### config.mk
export PLATFORM = sky130hd
export DESIGN_NAME = uart_tx_sched
export DESIGN_NICKNAME = d
export VERILOG_FILES = /design/src/rtl/uart_tx_sched.sv
export SDC_FILE = /design/constraint.sdc
export NUM_CORES = 1
export LEC_CHECK = 0
export BUFFER_PORTS_ARGS = -buffer_cell sky130_fd_sc_hd__buf_2
export CAP_MARGIN = 20
export CORE_UTILIZATION = 50
export DETAILED_ROUTE_END_ITERATION = 12
export GPL_ROUTABILITY_DRIVEN = 0
export PLACE_DENSITY = 0.82
export SLEW_MARGIN = 20
export SYNTH_ARGS = -nofsm -noshare
export SYNTH_HDL_FRONTEND = slang
export SYNTH_SLANG_ARGS = --single-unit
### constraint.sdc
create_clock -name clk -period 2.8 [get_ports clk]
set_input_delay 0.28 -clock clk [delete_from_list [all_inputs] [get_ports clk]]
set_output_delay 0.28 -clock clk [all_outputs]
set_load 0.03 [all_outputs]
### src/rtl/uart_tx_sched.sv
// uart_tx_sched: byte FIFO between CPU UART stores and txuart, drained under the serializer busy handshake.
module uart_tx_sched #(
  parameter int DEPTH = 16,
  localparam int AW = $clog2(DEPTH)
) (
  input  logic        clk,
  input  logic        reset,
  input  logic        wr_valid,
  input  logic [7:0]  wr_data,
  input  logic        clr_ovf,
  input  logic        tx_busy,
  output logic        tx_wr,
  output logic [7:0]  tx_data,
  output logic        full,
  output logic        empty,
  output logic [AW:0] level,
  output logic        ovf,
  output logic [31:0] status
);
  typedef enum logic [1:0] {IDLE, ISSUE, HOLD, DRAIN} state_t;
  state_t state_q, state_d;
  logic [7:0] mem_q [DEPTH];
  logic [7:0] mem_d [DEPTH];
  logic [AW-1:0] wptr_q, wptr_d, rptr_q, rptr_d;
  logic [AW:0] level_q, level_d;
  logic full_q, full_d, empty_q, empty_d, ovf_q, ovf_d;
  logic hcnt_q, hcnt_d, tx_wr_q, tx_wr_d;
  logic [7:0] tx_data_q, tx_data_d;
  logic push, pop;
  always_comb begin
    push = wr_valid && !full_q;
    pop = state_q == ISSUE;
    mem_d = mem_q;
    if (push) mem_d[wptr_q] = wr_data;
    wptr_d = push ? wptr_q + 1'b1 : wptr_q;
    rptr_d = pop ? rptr_q + 1'b1 : rptr_q;
    level_d = level_q + {{AW{1'b0}}, push} - {{AW{1'b0}}, pop};
    full_d = level_d == (AW+1)'(DEPTH);
    empty_d = level_d == '0;
    ovf_d = (wr_valid && full_q) || (ovf_q && !clr_ovf);
    state_d = state_q;
    hcnt_d = hcnt_q;
    tx_data_d = tx_data_q;
    case (state_q)
      IDLE: if (!empty_q && !tx_busy) begin
        state_d = ISSUE;
        tx_data_d = mem_q[rptr_q];
      end
      ISSUE: begin
        state_d = HOLD;
        hcnt_d = 1'b0;
      end
      // two blind cycles cover the serializer's registered busy assertion
      HOLD: begin
        hcnt_d = 1'b1;
        state_d = hcnt_q ? DRAIN : HOLD;
      end
      DRAIN: state_d = tx_busy ? DRAIN : IDLE;
      default: state_d = IDLE;
    endcase
    tx_wr_d = state_d == ISSUE;
  end
  always_ff @(posedge clk) begin
    if (reset) begin
      state_q <= IDLE;
      wptr_q <= '0;
      rptr_q <= '0;
      level_q <= '0;
      full_q <= 1'b0;
      empty_q <= 1'b1;
      ovf_q <= 1'b0;
      hcnt_q <= 1'b0;
      tx_wr_q <= 1'b0;
      tx_data_q <= '0;
    end else begin
      state_q <= state_d;
      wptr_q <= wptr_d;
      rptr_q <= rptr_d;
      level_q <= level_d;
      full_q <= full_d;
      empty_q <= empty_d;
      ovf_q <= ovf_d;
      hcnt_q <= hcnt_d;
      tx_wr_q <= tx_wr_d;
      tx_data_q <= tx_data_d;
    end
  end
  always_ff @(posedge clk) mem_q <= mem_d;
  always_comb begin
    status = '0;
    status[9] = full_q;
    status[10] = !empty_q || tx_busy || state_q != IDLE;
    status[11] = ovf_q;
    status[16 +: AW+1] = level_q;
  end
  assign tx_wr = tx_wr_q;
  assign tx_data = tx_data_q;
  assign full = full_q;
  assign empty = empty_q;
  assign level = level_q;
  assign ovf = ovf_q;
endmodule

=== After elaboration in Yosys (flattened, before gate mapping) ===
Cells that the tools add are included.

* Order comparisons: 3
* Equal/unequal tests: 5
* $add $sub $neg: 4
* Reductions and logical operators: 17
* Muxes and demuxes: 11
* Bitwise operators: 2

{| class="wikitable"
|+ Operator list
! operator !! number
|-
| 128-bit bitwise mux || 1
|-
| 8-bit binary-select mux with 4-bit select || 1
|-
| 8-bit demux with 4-bit select || 1
|-
| 8-bit 2-to-1 mux || 3
|-
| 5-bit >= comparator, second input constant || 2
|-
| 4-bit NOT with 5-bit output || 2
|-
| 4-bit by 1-bit adder with 4-bit output, second input constant || 2
|-
| 2-bit case mux with 4 select lines || 1
|-
| 5-bit by 1-bit adder with 5-bit output || 1
|-
| 5-bit equality test, second input constant || 1
|-
| 1-bit logical AND || 5
|-
| 5-bit zero test || 1
|-
| 5-bit by 1-bit less-than comparator with 1-bit output, second input constant || 1
|-
| 5-bit by 1-bit subtractor with 5-bit output || 1
|-
| 2-bit by 1-bit equality test with 1-bit output, second input constant || 2
|-
| 2-bit equality test, second input constant || 2
|-
| 1-bit zero test || 4
|-
| 2-bit 2-to-1 mux || 2
|-
| 2-bit nonzero test || 2
|-
| 1-bit logical OR || 3
|-
| 2-bit zero test || 1
|-
| 1-bit case mux with 2 select lines || 1
|-
| 2-bit AND reduction || 1
|-
| 1-bit 2-to-1 mux || 1
|}

* Bits of input ports: 13
* Output and inout port bits: 49
* Word-level logic and storage cells: 68
* Register bits: 156

=== Depth between registers and ports, before layout ===
Gate-level depths: netlist (run 1).

* Depth in word-level cells: 6
* Mapped depth: 12
* Mapped depth without buffers: 11

=== Worst setup path before layout (run 1) ===
OpenSTA, ideal clock, no wires.

* Kind: reg2reg
* Start point: register full_q (netlist: full)
* End point: register full_q (netlist: full)
* Period minus slack after synthesis: 2789 ps
* Cell stages (with the launch flop): 12
* Required time: 2686 ps
* Path buffers: 1
* Arrival time: 2675 ps
* Setup time: 114 ps
* Path slack: 11 ps
* Cell sequence: dfxtp_1 > nor2b_1 > clkbuf_1 > inv_1 > ha_1 > inv_1 > ha_1 > inv_1 > fa_1 > xnor2_1 > or3b_2 > a2111oi_0

* Longest elaborated chain between the ends: 5

{| class="wikitable"
|+ RTL lines
! element !! RTL line !! text
|-
| from (decl) || 26 || <nowiki>logic full_q, full_d, empty_q, empty_d, ovf_q, ovf_d;</nowiki>
|-
| from (signal assigned) || 80 || <nowiki>full_q <= full_d;</nowiki>
|-
| 1-bit zero test || 31 || <nowiki>push = wr_valid && !full_q;</nowiki>
|-
| 1-bit logical AND || 31 ||
|-
| 5-bit by 1-bit adder with 5-bit output || 37 || <nowiki>level_d = level_q + {{AW{1'b0}}, push} - {{AW{1'b0}}, pop};</nowiki>
|-
| 5-bit by 1-bit subtractor with 5-bit output || 37 ||
|-
| 5-bit equality test || 38 || <nowiki>full_d = level_d == (AW+1)'(DEPTH);</nowiki>
|}

Every way passes these cells.
A chain may end at the register's enable or synchronous reset.

=== Worst setup path after layout (run 1) ===
* Start point: register state_q[1]
* End point: register full_q (netlist: full)

* Longest elaborated chain between the ends: 3

{| class="wikitable"
|+ RTL lines
! element !! RTL line !! text
|-
| from (decl) || 21 || <nowiki>state_t state_q, state_d;</nowiki>
|-
| from (signal assigned) || 76 || <nowiki>state_q <= state_d;</nowiki>
|-
| 2-bit by 1-bit equality test with 1-bit output || 32 || <nowiki>pop = state_q == ISSUE;</nowiki>
|-
| 5-bit by 1-bit subtractor with 5-bit output || 37 ||
|-
| 5-bit equality test || 38 ||
|}

Every way passes these cells.

==> results.md, run 1 <==
Floorplanning:
- The die area is roughly 14000 um2.
- During I/O placement, the number of pins put on the boundary was 62.
- Measured along the x axis, the die boundary spans around 120 um.
- For this configuration, the core starts out at a cell density of 0.518.
- In this run the vertical extent of the chip is 117 um.
- The placeable core area is about 13000 um2.
- The site row count is a little over 40.

Drt:
- The total iterations of the first detailed-routing run is 5.
- Across all layers, the routed design uses ~3500 vias.
- Wires add up to 12800 um.
- For this run, design rule violations remaining after detail routing come to 0.
- The mean routed wirelength per cell is between 15 and 20 um.
- After the first detailed-routing iteration, the DRC count stood at approximately 320.
- The number of routed nets with antenna violations is 0.
- The via density per instance is around 5.5.

Yosys:
- Each instance of the synthesized netlist takes up on average about 16 um2.
- For this run, the leading register cell type out of synthesis is sky130_fd_sc_hd__edfxtp_1.
- Yosys attributes the largest share of cell area to sky130_fd_sc_hd__edfxtp_1, sky130_fd_sc_hd__dfxtp_1, sky130_fd_sc_hd__mux4_2.
- Synthesis produced slightly above 400 cells.
- The share of the synthesized area in the top cell type is 0.583.
- Counting instances in the post-synthesis netlist gives the leading cell types as sky130_fd_sc_hd__edfxtp_1, sky130_fd_sc_hd__buf_4, sky130_fd_sc_hd__dfxtp_1, sky130_fd_sc_hd__nor2_1, sky130_fd_sc_hd__mux2i_1.
- For this run, the register share of the synthesized area comes to 0.668.
- The dominant cell by count in the synthesized netlist is sky130_fd_sc_hd__edfxtp_1.
- Synthesis instantiated 53 different standard cells from the library.
- Synthesis inferred roughly 160 register bits.
- The fraction of registers with async set/reset is 0.
- The mapped netlist covers around 6600 um2.
- The leading area contributor after synthesis is sky130_fd_sc_hd__edfxtp_1.
- During synthesis, Yosys emitted a total of 0 warnings.
- In this run, synthesis inferred around 130 flip-flops with an integrated enable.

Finish:
- The fill cell total of the finished layout is ~900.
- Compared with the post-synthesis result, the final layout area differs by 13.4%.
- Leaving out filler cells and counting taps, the final layout contains roughly 640.
- The core utilization of the finished layout is 0.588.
- The net count of the finished layout is between 400 and 500.
- The proportion of layout cells with a drive suffix above 1 is 0.249.
- The number of antenna diodes in the final layout is 0.

Critical path:
- The nature of the critical path endpoint is a flip-flop.
- The data arrival time of the critical path is between 3 and 4 ns.
- Along the worst path, the maximum fanout reaches 5.
- The type of origin of the critical path is a flip-flop.
- The worst register-to-register path has a depth of 9.
- The worst register-to-register path begins at state_q[1]$_SDFF_PP0_.
- The slack of the worst reg-to-reg path is ~0.067 ns.
- Data on the critical path is required at its endpoint by 3.11 ns.
- In this run the critical register-to-register path is captured at full$_SDFF_PP0_.
- The critical path in this run is classified as flip-flop to flip-flop.

Timing:
- Derived from the worst setup path, the maximum achievable clock frequency is between 300 and 400 MHz.
- In the finished design, the share of the clock period the worst path needs comes to 0.976.
- The final max-slew violation count came to 0.
- Setup violations remaining at the end of the flow were counted as 0.
- After layout, the minimum clock period comes to 2.73 ns.
- The final count of hold timing violations is 0.
- The slew at the pin closest to its max-slew limit is between 0.8 and 0.9 ns.
- Setup slack closes at between 0.06 and 0.07 ns.
- The tightest hold path in the finished design has a slack of 0.127 ns.
- The clock tree skew after final layout is a little under 0.008 ns.
- In this run the tightest slew margin relative to its limit is 0.416.

Outcome:
- The run finished with clean final reports.

Hold path:
- For hold timing, the worst endpoint is ovf$_SDFF_PP0_.
- The min-delay analysis places its worst path in the category input port to flip-flop.
- The hold path startpoint is wr_valid.
- The worst hold path cell count is 3.

Global route:
- The maximum number of pins on one net before global-route repair is 33.
- The initial antenna violation count is 0.
- In the global route stage, overall resource usage came out at 0.210.
- The first global-routing pass estimated between 15000 and 20000 um of wire.
- The total global routing overflow is 0.
- The via count of the first global-routing pass came to approximately 3500.

Clock tree:
- For the worst-skew pair, the clock arrives at the later sink with an insertion delay of around 0.42 ns.
- For this design, the sink count on the clock tree is about 160.
- The CTS root buffer is sky130_fd_sc_hd__clkbuf_16.
- The CTS buffer count is 17.
- The TritonCTS clock tree is yes.
- After clock tree synthesis, the clock-pin slew on the worst setup and hold paths is around 0.060 ns.
- The clock tree synthesis step divided the H-tree into 4 levels.
- The clock passes through at most 2 buffers.
- The count of buffers added by post-CTS timing repair for setup is 0.

Place:
- The post-placement cell count is between 600 and 700.
- The count of buffers inserted at the top-level ports is 37.
- Prior to clock tree synthesis, the placed netlist has a worst setup slack of -0.0268 ns.
- Summed over all nets, the half-perimeter wirelength after detailed placement is about 8200 um.

Power and ir drop:
- The analysis attributes to cell leakage a power of 2.61 nW.
- The power density relative to cell area is around 900 nW/um2.
- The overall power after layout is between 6 and 7 mW.
- The worst-case IR drop observed on VDD is roughly 530 uV.

Run:
- Max-cap violations in this run came to 0.
[kinds of logic (layout without fill, tap and decap cells)]
logic type	after synthesis	count (layout)	share of synthesized area
simple gates	77	77	0.0592
mux	51	51	0.128
compound gates	29	29	0.0374
other cells	1	24	0.000569
buf+inv	65	106	0.0615
fa+ha+maj	16	16	0.0315
xor+xnor	10	10	0.0133
flops	156	156	0.668
[cell type report]
| cell class | count | area, um2 | area share |
|---|---|---|---|
| clock buffers | 17 | 425 | 0.0569 |
| clock inverters | 15 | 140 | 0.0187 |
| inverters | 17 | 63.8 | 0.00854 |
| multi-input cells | 207 | 1890 | 0.253 |
| flip-flops and latches | 156 | 4410 | 0.590 |
| well taps | 172 | 215 | 0.0288 |
| repair buffers | 57 | 335 | 0.0449 |
[worst max-delay path, cell delays in order (launching register included)]
cell	delay [ns]
sky130_fd_sc_hd__dfxtp_2	0.36
sky130_fd_sc_hd__inv_1	0.09
sky130_fd_sc_hd__ha_1	0.22
sky130_fd_sc_hd__ha_1	0.28
sky130_fd_sc_hd__inv_1	0.06
sky130_fd_sc_hd__ha_1	0.16
sky130_fd_sc_hd__inv_1	0.07
sky130_fd_sc_hd__fa_2	0.55
sky130_fd_sc_hd__or3b_2	0.49
sky130_fd_sc_hd__a2111oi_4	0.36
[how the worst max path moves through the flow]
stage	to	start	cells past startpoint
after floorplan	full$_SDFF_PP0_	full$_SDFF_PP0_	11
after global placement	full$_SDFF_PP0_	state_q[1]$_SDFF_PP0_	10
after detailed placement	full$_SDFF_PP0_	state_q[1]$_SDFF_PP0_	10
after CTS	full$_SDFF_PP0_	state_q[1]$_SDFF_PP0_	10
after global routing	full$_SDFF_PP0_	state_q[1]$_SDFF_PP0_	9
final	full$_SDFF_PP0_	state_q[1]$_SDFF_PP0_	9
[per-stage QoR]
step	area, um2	setup TNS, ns
after detailed placement	6890	-0.0268
final	7470	0
after global routing	7470	-0.0121
after floorplan	6680	0
after CTS	7460	0
after global placement	6890	0
[layout by cell type, fill, tap and decap left out, types with 2 or more instances in the layout]
| master | n |
|---|---|
| sky130_fd_sc_hd__edfxtp_1 | 128 |
| sky130_fd_sc_hd__buf_2 | 37 |
| sky130_fd_sc_hd__nor2_1 | 28 |
| sky130_fd_sc_hd__dfxtp_1 | 26 |
| sky130_fd_sc_hd__mux2i_1 | 24 |
| sky130_fd_sc_hd__conb_1 | 24 |
| sky130_fd_sc_hd__buf_4 | 20 |
| sky130_fd_sc_hd__inv_1 | 17 |
| sky130_fd_sc_hd__mux4_2 | 17 |
| sky130_fd_sc_hd__clkbuf_16 | 17 |
| sky130_fd_sc_hd__ha_1 | 15 |
| sky130_fd_sc_hd__nand2_1 | 10 |
| sky130_fd_sc_hd__nor2b_1 | 7 |
| sky130_fd_sc_hd__nand2b_1 | 7 |
| sky130_fd_sc_hd__mux4_1 | 7 |
| sky130_fd_sc_hd__nand3_1 | 7 |
| sky130_fd_sc_hd__xor2_1 | 6 |
| sky130_fd_sc_hd__o221ai_1 | 6 |
| sky130_fd_sc_hd__nor3_1 | 5 |
| sky130_fd_sc_hd__clkinvlp_4 | 5 |
| sky130_fd_sc_hd__a21oi_1 | 4 |
| sky130_fd_sc_hd__xnor2_1 | 4 |
| sky130_fd_sc_hd__a22oi_1 | 4 |
| sky130_fd_sc_hd__inv_6 | 4 |
| sky130_fd_sc_hd__or2_2 | 2 |
| sky130_fd_sc_hd__a2111oi_4 | 2 |
| sky130_fd_sc_hd__a221o_1 | 2 |
| sky130_fd_sc_hd__o2111ai_1 | 2 |
| sky130_fd_sc_hd__mux2_2 | 2 |
| sky130_fd_sc_hd__nand4_1 | 2 |
| sky130_fd_sc_hd__clkinv_4 | 2 |
| sky130_fd_sc_hd__dfxtp_2 | 2 |
[layer usage]
layer  vias to the layer above  GRT usage  share of wire
li1                       1593          -              -
met1                      1778      0.277           0.42
met2                       145      0.327           0.50
met3                        20     0.0582          0.063
met4                         0     0.0970          0.021
met5                         -          0              0
[where the power goes]
group	internal, mW	switching, mW
sequential	2.68	0.156
clock	1.23	0.922
combinational	0.755	1.03
total	4.67	2.10
[state kept, by name (all words and copies together), names as in the netlist]
signal and count:
full 1, tx_wr 1, rptr_q 4, tx_data 8, level 5, empty 1
state_q 2, hcnt_q 1, ovf 1, wptr_q 4, mem_q 128
[timing repair]
| action | in CTS | in global routing |
|---|---|---|
| endpoints found under the hold margin | 0 | 0 |
| resized for setup | 2 | 3 |
| endpoints found under the setup margin | 1 | 1 |
| hold buffers | 0 | 0 |
| cloned | 0 | 0 |
Power figures use the tool's default switching activity.
==> inputs of run 2 (changes only) <==
--- a/config.mk
+++ b/config.mk
@@ -7,10 +7,10 @@
 export LEC_CHECK = 0
 export BUFFER_PORTS_ARGS = -buffer_cell sky130_fd_sc_hd__buf_2
 export CAP_MARGIN = 20
-export CORE_UTILIZATION = 50
+export CORE_UTILIZATION = 53
 export DETAILED_ROUTE_END_ITERATION = 12
 export GPL_ROUTABILITY_DRIVEN = 0
-export PLACE_DENSITY = 0.82
+export PLACE_DENSITY = 0.85
 export SLEW_MARGIN = 20
 export SYNTH_ARGS = -nofsm -noshare
 export SYNTH_HDL_FRONTEND = slang
==> constraint.sdc (replaced) <==
create_clock -name clk -period 2.3 [get_ports clk]
set_input_delay 0.23 -clock clk [delete_from_list [all_inputs] [get_ports clk]]
set_output_delay 0.23 -clock clk [all_outputs]
set_load 0.03 [all_outputs]
==> run 2 against run 1 <==
Effect of this change:
- the run now ends with setup timing left
- critical path depth rose by 3
- first-iteration DRC count decreased by 2.8%
- core utilization grew 5.1 points
- worst hold slack got worse by 0.053 ns
- critical endpoint is now empty$_SDFF_PP1_
- largest power group unchanged
==> results.md, run 2 (synthesis results as in run 1) <==
Timing:
- The final setup violation count is 2.
- The worst path in the final design needs a cycle of around 2.4 ns, including I/O delays and setup.
- The final count of hold timing violations came to 0.
- The clock tree skew after final layout is 0.0128 ns.
- Setup repair after global routing could not meet its margin everywhere.
- Once routing completed, OpenROAD measured the worst setup slack at -0.0722 ns.
- The final max-slew violation count was 0.
- Dividing the final minimum period by the clock period gives 1.03.
- The highest clock frequency the design can meet is 422 MHz.

Outcome:
- The final reports fail on setup timing.
- The flow ran to the end, but the final reports show violations.

Global route:
- The total global routing overflow is 0.
- Across every metal layer, demand over resource in global routing totals 0.228.
- The via count of the first global-routing pass is around 3600.
- The global-route wire length before repair is between 20000 and 25000 um.
- Entering global routing, the biggest net connects 25 pins.
- The initial antenna violation count is 0.

Drt:
- Dividing the detail-routed wire length by the instance count gives 21.2 um.
- The final layout contains routed wiring with a total length of 13900 um.
- The first TritonRoute pass finished after 5 iterations.
- Dividing the detail-routed via count by the number of cells gives 5.64.
- Once detail routing completed, the nets flagged for antenna violations numbered 0.
- The detailed router placed ~3700 vias in this run.
- For this run, design rule violations remaining after detail routing come to 0.
- The initial DRC count is around 310.

Clock tree:
- The longest clock path from root to sink contains 2 buffers.
- Clock-pin slew was measured on the worst setup and hold paths at 0.06 ns.
- The CTS root buffer is sky130_fd_sc_hd__clkbuf_16.
- The H-tree was split into 4 levels.
- The number of clock buffers added by TritonCTS is 17.
- The TritonCTS clock tree is yes.
- At the later pin of the worst-skew pair, clock insertion delay measures approximately 0.42 ns.
- The sink count of the clock tree is ~160.

Floorplanning:
- The die is between 100 and 150 um wide.
- The core region is between 10000 and 15000 um2.
- The die area is approximately 13000 um2.
- The die extent in y is roughly 110 um.
- The site row count is 40.
- The top-level port count is 62.
- The initial utilization of the core area, before any placement, comes to 0.546.

Critical path:
- In this run the worst path has a maximum fanout of 2.
- The data arrival time of the critical path is around 2.7 ns.
- The number of cells on the worst reg-to-reg path is 12.
- The worst setup path is captured at a flip-flop.
- The kind of cell adding the most delay to the critical path is adder cells.
- The type of origin of the critical path is a flip-flop.
- Among all stages on the critical path, the largest delay is contributed by sky130_fd_sc_hd__or3_4.
- The origin of the critical flop-to-flop path is state_q[1]$_SDFF_PP0_.
- The largest single stage delay on the critical path is 0.41 ns.
- The critical path goes through inv_2, ha_4, ha_4, inv_2, ha_4, inv_2, fa_2, nor2b_1, o21a_1, or3_4, buf_6, a41o_1.
- The number of buffer and inverter instances along the worst setup path is 4.
- The critical setup path kind is flip-flop to flip-flop.
- The endpoint identified for the worst register-to-register timing path is empty$_SDFF_PP1_.
- The slack of the worst reg-to-reg path is -0.07 ns.
- The data required time of the worst path is roughly 2.6 ns.

Finish:
- In the final design database the tool counted about 500 nets.
- The number of antenna diodes is 0.
- The register containing the most flip-flops in the final layout is mem_q.
- The number of flip-flops under the largest register name is between 100 and 150.
- The library cells used most frequently in the layout, excluding fill and tap cells, are sky130_fd_sc_hd__edfxtp_1, sky130_fd_sc_hd__buf_2, sky130_fd_sc_hd__buf_4.
- For this run, the number of standard cells in the final layout without fillers is between 600 and 700.
- The library cell used most frequently in the layout, excluding fill and tap cells, is sky130_fd_sc_hd__edfxtp_1.
- Of the cells placed in the final design, the portion with a size suffix greater than 1 is 0.298.
- The area growth from synthesis to layout is 17.0%.

Place:
- The detailed placement HPWL is between 8000 and 9000 um.
- The count of buffers inserted at the top-level ports is 37.
- The post-placement cell count is ~620.

Power and ir drop:
- The overall power after layout is slightly below 9 mW.
- The largest voltage drop on the vdd net is between 400 and 500 uV.
- The power density relative to cell area is 1130 nW/um2.
- In this run the static leakage power is 2.74 nW.

Hold path:
- The type of the worst min-delay path is input port to flip-flop.
- The worst hold path was traced through 3 stages.
- The hold path startpoint is clr_ovf.
- The worst hold path terminates at ovf$_SDFF_PP0_.

Run:
- The tool flagged a number of max-cap violations equal to 0.
-- run 2: changes by cell type in the layout (fill, tap and decap cells not counted), moves of 3 or more --
cell                         delta
sky130_fd_sc_hd__ha_4           +3
sky130_fd_sc_hd__ha_1           -3
sky130_fd_sc_hd__inv_1          -4
sky130_fd_sc_hd__buf_4         +13
sky130_fd_sc_hd__clkinv_4       +3
sky130_fd_sc_hd__inv_2          +4
sky130_fd_sc_hd__inv_8          +3
sky130_fd_sc_hd__clkinvlp_4     -5
-- run 2: layout make-up --
cell class | instances | area, um2
tap | 168 | 210
multi-input combinational | 207 | 1950
inverter | 17 | 63.8
timing repair buffer | 74 | 495
clock buffer | 17 | 425
fill | 753 | 4350
clock inverter | 15 | 153
sequential | 156 | 4410
-- run 2: routing by layer --
| metal | up-vias | share of wire | track usage |
|---|---|---|---|
| li1 | 1626 | - | - |
| met1 | 1823 | 0.38 | 0.279 |
| met2 | 199 | 0.50 | 0.375 |
| met3 | 43 | 0.082 | 0.0627 |
| met4 | 0 | 0.037 | 0.117 |
| met5 | - | 0 | 0 |
-- run 2: timing repair --
action                                  in CTS  in global routing
endpoints found under the setup margin       3                  3
gates resized for setup                     11                  3
pin swaps                                    6                  2
hold endpoints to repair                     0                  0
buffers inserted                             2                  2
hold buffers                                 0                  0
-- run 2: through the flow --
stage          setup TNS, ns  setup WS [ns]  utilization  hold slack (ns)  instance area, um2
2_1_floorplan         -0.100         -0.100            -            0.310                6710
3_3_place_gp         -0.0589        -0.0589        0.583            0.460                7030
3_5_place_dp          -0.231         -0.147        0.583            0.478                7030
4_1_cts              -0.0623        -0.0350        0.636           0.0589                7680
5_1_grt               -0.202         -0.100        0.639           0.0701                7710
6_report              -0.107        -0.0722        0.639           0.0743                7710
-- run 2: tightest hold or removal path, cell delays in order --
cell                       delay (ns)
sky130_fd_sc_hd__buf_2           0.07
sky130_fd_sc_hd__nand2b_1        0.09
sky130_fd_sc_hd__a21oi_1         0.05
-- run 2: worst max-delay path by stage --
| stage | start | end | slack [ns] | depth (start not counted) |
|---|---|---|---|---|
| final | state_q[1]$_SDFF_PP0_ | empty$_SDFF_PP1_ | -0.07 | 12 |
| after global routing | state_q[1]$_SDFF_PP0_ | empty$_SDFF_PP1_ | -0.10 | 12 |
| after CTS | state_q[1]$_SDFF_PP0_ | full$_SDFF_PP0_ | -0.04 | 11 |
| after detailed placement | state_q[1]$_SDFF_PP0_ | full$_SDFF_PP0_ | -0.15 | 11 |
| after global placement | wr_valid | full$_SDFF_PP0_ | -0.06 | 12 |
| after floorplan | full$_SDFF_PP0_ | full$_SDFF_PP0_ | -0.10 | 12 |
-- run 2: report_power, final --
part / switching (mW) / internal (mW)
Clock: 1.19 / 1.53
Sequential: 0.202 / 3.26
Combinational: 1.36 / 1.18
Total: 2.75 / 5.97
